$ cat src/rtl/fp_pkg.sv
// Shared types for the floating-point adder result and its fixed-point converter.
package fp_pkg;

  localparam int EXP_W = 4;
  localparam int MAN_W = 8;

  typedef struct packed {
    logic             sign;
    logic [EXP_W-1:0] exp;
    logic [MAN_W-1:0] frac;
  } fp_word_t;

  typedef enum logic [1:0] {
    ST_IDLE  = 2'd0,
    ST_SHIFT = 2'd1,
    ST_FIN   = 2'd2,
    ST_OUT   = 2'd3
  } fsm_state_t;

endpackage

$ cat src/rtl/fp_to_fixed_seq.sv
// Converts {sign, exp, frac} to a saturated signed fixed-point word using a
// one-bit-per-cycle shifter, with valid/ready handshakes on both sides.
module fp_to_fixed_seq
  import fp_pkg::*;
#(
  parameter int OUT_W     = 16,
  parameter int FRAC_BITS = 4
) (
  input  logic             clk,
  input  logic             rst_n,
  input  logic             in_valid,
  output logic             in_ready,
  input  logic             in_sign,
  input  logic [EXP_W-1:0] in_exp,
  input  logic [MAN_W-1:0] in_frac,
  output logic             out_valid,
  input  logic             out_ready,
  output logic [OUT_W-1:0] out_data,
  output logic             out_ovf
);

  localparam logic signed [7:0] SH_OFS    = 8'(FRAC_BITS - MAN_W);
  localparam logic [OUT_W-1:0]  MAG_LIMIT = {1'b1, {(OUT_W-1){1'b0}}};
  localparam logic [OUT_W-1:0]  ONE       = {{(OUT_W-1){1'b0}}, 1'b1};

  fp_word_t          in_word;
  logic signed [7:0] shamt;
  logic [7:0]        shamt_abs;
  logic [OUT_W:0]    sat_res;

  fsm_state_t        state_q;
  logic              sign_q;
  logic [OUT_W-1:0]  mag_q;
  logic [4:0]        cnt_q;
  logic              dir_left_q;
  logic              ovf_q;
  logic              in_ready_q;
  logic              out_valid_q;
  logic [OUT_W-1:0]  out_data_q;
  logic              out_ovf_q;

  // Returns {ovf, data}; -2^(OUT_W-1) is representable, so only a larger negative magnitude saturates.
  function automatic logic [OUT_W:0] saturate(input logic sign, input logic [OUT_W-1:0] mag,
                                              input logic ovf_in);
    logic ovf;
    ovf = ovf_in | (~sign & mag[OUT_W-1]) | (sign & (mag > MAG_LIMIT));
    if (ovf) begin
      saturate = {1'b1, (sign ? MAG_LIMIT : ~MAG_LIMIT)};
    end else begin
      saturate = {1'b0, (sign ? (~mag + ONE) : mag)};
    end
  endfunction

  always_comb begin
    in_word   = '{sign: in_sign, exp: in_exp, frac: in_frac};
    shamt     = $signed({{(8-EXP_W){1'b0}}, in_word.exp}) + SH_OFS;
    shamt_abs = shamt[7] ? 8'(-shamt) : 8'(shamt);
    sat_res   = saturate(sign_q, mag_q, ovf_q);
  end

  always_ff @(posedge clk or negedge rst_n) begin
    if (!rst_n) begin
      state_q     <= ST_IDLE;
      sign_q      <= 1'b0;
      mag_q       <= '0;
      cnt_q       <= 5'd0;
      dir_left_q  <= 1'b0;
      ovf_q       <= 1'b0;
      in_ready_q  <= 1'b0;
      out_valid_q <= 1'b0;
      out_data_q  <= '0;
      out_ovf_q   <= 1'b0;
    end else begin
      case (state_q)
        ST_IDLE: begin
          if (!in_ready_q) begin
            in_ready_q <= 1'b1;
          end else if (in_valid) begin
            sign_q     <= in_word.sign;
            mag_q      <= {{(OUT_W-MAN_W){1'b0}}, in_word.frac};
            cnt_q      <= shamt_abs[4:0];
            dir_left_q <= ~shamt[7];
            ovf_q      <= 1'b0;
            in_ready_q <= 1'b0;
            state_q    <= (shamt == 8'sd0) ? ST_FIN : ST_SHIFT;
          end
        end
        ST_SHIFT: begin
          // A set MSB before a left shift would be lost: saturate and stop early.
          if (dir_left_q && mag_q[OUT_W-1]) begin
            ovf_q   <= 1'b1;
            state_q <= ST_FIN;
          end else begin
            mag_q <= dir_left_q ? (mag_q << 1) : (mag_q >> 1);
            cnt_q <= cnt_q - 5'd1;
            if (cnt_q == 5'd1) begin
              state_q <= ST_FIN;
            end
          end
        end
        ST_FIN: begin
          out_data_q  <= sat_res[OUT_W-1:0];
          out_ovf_q   <= sat_res[OUT_W];
          out_valid_q <= 1'b1;
          state_q     <= ST_OUT;
        end
        ST_OUT: begin
          if (out_ready) begin
            out_valid_q <= 1'b0;
            in_ready_q  <= 1'b1;
            state_q     <= ST_IDLE;
          end
        end
        default: begin
          state_q     <= ST_IDLE;
          in_ready_q  <= 1'b0;
          out_valid_q <= 1'b0;
        end
      endcase
    end
  end

  assign in_ready  = in_ready_q;
  assign out_valid = out_valid_q;
  assign out_data  = out_data_q;
  assign out_ovf   = out_ovf_q;

endmodule
$ cat config.mk
export PLATFORM = sky130hd
export DESIGN_NAME = fp_to_fixed_seq
export DESIGN_NICKNAME = d
export VERILOG_FILES = /design/src/rtl/fp_pkg.sv /design/src/rtl/fp_to_fixed_seq.sv
export SDC_FILE = /design/constraint.sdc
export NUM_CORES = 1
export LEC_CHECK = 0
export ABC_AREA = 0
export CORE_MARGIN = 5
export CORE_UTILIZATION = 50
export DETAILED_ROUTE_END_ITERATION = 8
export PLACE_DENSITY = 0.76
export SLEW_MARGIN = 20
export SYNTH_ARGS = -nofsm -noshare
export SYNTH_HDL_FRONTEND = slang
export SYNTH_SLANG_ARGS = --single-unit
$ cat constraint.sdc
create_clock -name clk -period 2.2 [get_ports clk]
set_input_delay 0.44 -clock clk [delete_from_list [all_inputs] [get_ports clk]]
set_output_delay 0.44 -clock clk [all_outputs]
set_load 0.005 [all_outputs]
==> reports/summary.txt <==
status: complete, no violations
initial antenna violation count: 0
Max-cap violations: 0
antenna viol nets, final: 0
YS warnings: 0
vias: 2466
CTS tree: built
first-pass GRT wire length: 10.6 mm
number of hold buffers added after CTS: 0
# fillers: 470
total power: 5.06 mW
minimum clock period: 2.11 ns
period utilization: 0.960
Combinational Power Share: 0.616
Peak VDD IR: 0.000668 V
WP data arrival: 2.31 ns
CP Capture Type: register
critical setup path kind: register to register
Final nets: 380
Clock Skews: 0.00496 ns
hold crit path type: input pin to asynchronous set/reset pin
Final HPWL DP: 4.63 mm
Die Wd: 84.5 um
final wirelength: 6.37 mm
area of the core: 0.00544 sq mm
Util after Layout: 0.624
htree depth: 2
Avg Cell Area, Syn: 8.91 sq um
Max Transition Viols Final: 0
Final Hold Vio Count: 0
Remaining Overflow, GRT: 0
share of layout cells above drive strength 1: 0.158
Worst Tran Pin Value: 0.579 ns
multi-input logic area: 0.00147 sq mm
sw frac: 0.439
Core Rows: 27
number of global-route vias before repair: 2379
Finished Cell Area: 0.00339 sq mm
port bufs: 35
pwr/cell area: 1490 mW/mm^2
routability cong.: 0.818
Syn Nets: 337
power share of the clock group: 0.101
wire length per cell: 14.9 um
# diodes: 0
Crit path required time: 2.40 ns
Clock transition at path regs: 0.08 ns
io pins: 36
Cells after Synth: 311
final setup fails: 0
NetSw: 2.22 mW
worst skew pair latency: 0.30 ns
CP startpoint kind: register
CTS buffer count: 5
reg2reg start: mag_q[12]
post-synthesis sequential area ratio: 0.406
P_int: 2.84 mW
routed vias/inst: 5.78
reg2reg path depth: 6
Sequential cell area: 0.00113 sq mm
Leak: 1.43 nW
Fmax: 473 MHz
Pre-Repair DR Iteration Count: 4
Clock Sink Count: 45
reg2reg setup slack: 0.09 ns
pin count of the biggest net entering global routing: 46
CP max FO: 4
CTS max path bufs: 2
Total GRT Usage: 0.180
starting density of the core: 0.510
DP Area: 0.00329 sq mm
root buffer cell: clkbuf_8
DR DRC count: 0
area grow syn2layout: 22.4%
Synth Cell Area: 0.00277 sq mm
Synth cell types: 50
share of power burned in registers: 0.283
First DRT Iteration DRCs: 158
Die ar.: 0.00713 sq mm
relative slew slack: 0.614
Seq cells post-synth: 45
worst flop-to-flop path endpoint: out_data[11]
final setup TNS: 0 ns
Die Y-Extent: 84.5 um
[what timing repair did]
action,CTS,global route
setup buffers,0,1
setup endpoints to repair,0,6
gates resized for setup,0,3
[cell usage after synthesis (all sizes together)]
master,count,area share
a211oi,3,0.014
a21bo,1,0.0036
a21boi,1,0.0027
a21o,1,0.0027
a21oi,18,0.033
a221o,8,0.029
a22o,1,0.0032
a311oi,2,0.011
a31oi,5,0.011
and2,1,0.0023
and3,1,0.0023
buf,5,0.013
clkbuf,17,0.023
dfrtp,45,0.41
ha,9,0.041
inv,24,0.033
mux2,6,0.024
mux2i,8,0.029
nand2,32,0.043
nand2b,3,0.0068
nand3,4,0.0072
nand4b,1,0.0032
nor2,26,0.035
nor3,6,0.011
nor3b,10,0.029
nor4,6,0.014
o211ai,5,0.014
o21ai,27,0.050
o21bai,1,0.0027
o221ai,2,0.0063
o22a,1,0.0032
o22ai,9,0.020
o311a,1,0.0036
o311ai,1,0.0032
o31a,2,0.0063
o31ai,4,0.016
o32a,1,0.0036
o32ai,1,0.0032
or2,1,0.0023
or3,5,0.015
or4,3,0.0095
or4b,2,0.0072
xnor2,1,0.0032
[power by group through the flow]
stage	Combinational, mW	Sequential, mW	Clock (mW)
2_1_floorplan	2.07	1.36	0
3_3_place_gp	3.01	1.43	0
3_5_place_dp	3.08	1.45	0
4_1_cts	3.10	1.43	0.527
5_1_grt	3.43	1.48	0.571
6_report	3.12	1.43	0.513
[sequential cells by signal, indices dropped and copies added, names as in the netlist]
name and cells:
state_q 2, sign_q 1, out_valid 1, out_ovf 1
cnt_q 5, mag_q 16, in_ready 1, out_data 16
dir_left_q 1, ovf_q 1
[critical path, stage by stage (launching register included)]
cell     delay [ns]
dfrtp_1        0.38
or3_4          0.39
or4_4          0.44
o31ai_4        0.26
buf_4          0.16
o21ai_2        0.06
o32ai_1        0.31
[layout by cell type (no fill, tap or decap), types with 9 or more instances in the layout]
| cell type | netlist | final |
|---|---|---|
| a21oi_1 | 18 | 18 |
| buf_4 | 0 | 22 |
| clkdlybuf4s50_1 | 0 | 34 |
| dfrtp_1 | 45 | 44 |
| ha_1 | 9 | 9 |
| inv_1 | 24 | 24 |
| nand2_1 | 32 | 32 |
| nor2_1 | 26 | 26 |
| nor3b_1 | 9 | 9 |
| o21ai_0 | 26 | 26 |
| o22ai_1 | 9 | 9 |
[cell type report]
type	count	area share
timing repair buffer	58	0.156
clock buffer	5	0.0203
clock inverter	3	0.00516
tap	72	0.0266
sequential	45	0.332
multi-input combinational	220	0.433
inverter	24	0.0266
[cell families after synthesis]
group / after synthesis / synth area share
mux: 14 / 0.0533
simple gates: 101 / 0.187
xor+xnor: 1 / 0.00316
flops: 45 / 0.406
fa+ha+maj: 9 / 0.0406
compound gates: 95 / 0.241
buf+inv: 46 / 0.0682
[per-layer routing]
metal | vias up | routed length (um) | track usage
met4 | 0 | 79 | 0.0561
met3 | 8 | 322 | 0.0373
met5 | - | 0 | 0
li1 | 1215 | - | -
met1 | 1180 | 2800 | 0.223
met2 | 63 | 3170 | 0.313
[through the flow]
stage               setup slack (ns)  cells  hold WS (ns)
floorplan                      0.145    311         0.144
global placement               0.120    418         0.466
detailed placement            0.0807    418         0.476
CTS                           0.0454    426         0.233
global route                -0.00329    427         0.275
finish                        0.0879    427         0.206
[worst max-delay path by stage]
| stage | start | to | slack, ns | cells after the start |
|---|---|---|---|---|
| 5_1_grt | mag_q[9] | out_data[15] | -0.003 | 5 |
| 2_1_floorplan | state_q[0] | cnt_q[1] | 0.14 | 7 |
| 4_1_cts | mag_q[9] | out_data[10] | 0.05 | 5 |
| 3_5_place_dp | mag_q[9] | out_data[10] | 0.08 | 5 |
| 6_report | mag_q[12] | out_data[11] | 0.09 | 6 |
| 3_3_place_gp | mag_q[9] | out_data[15] | 0.12 | 5 |
(Power assumes the default switching activity.)
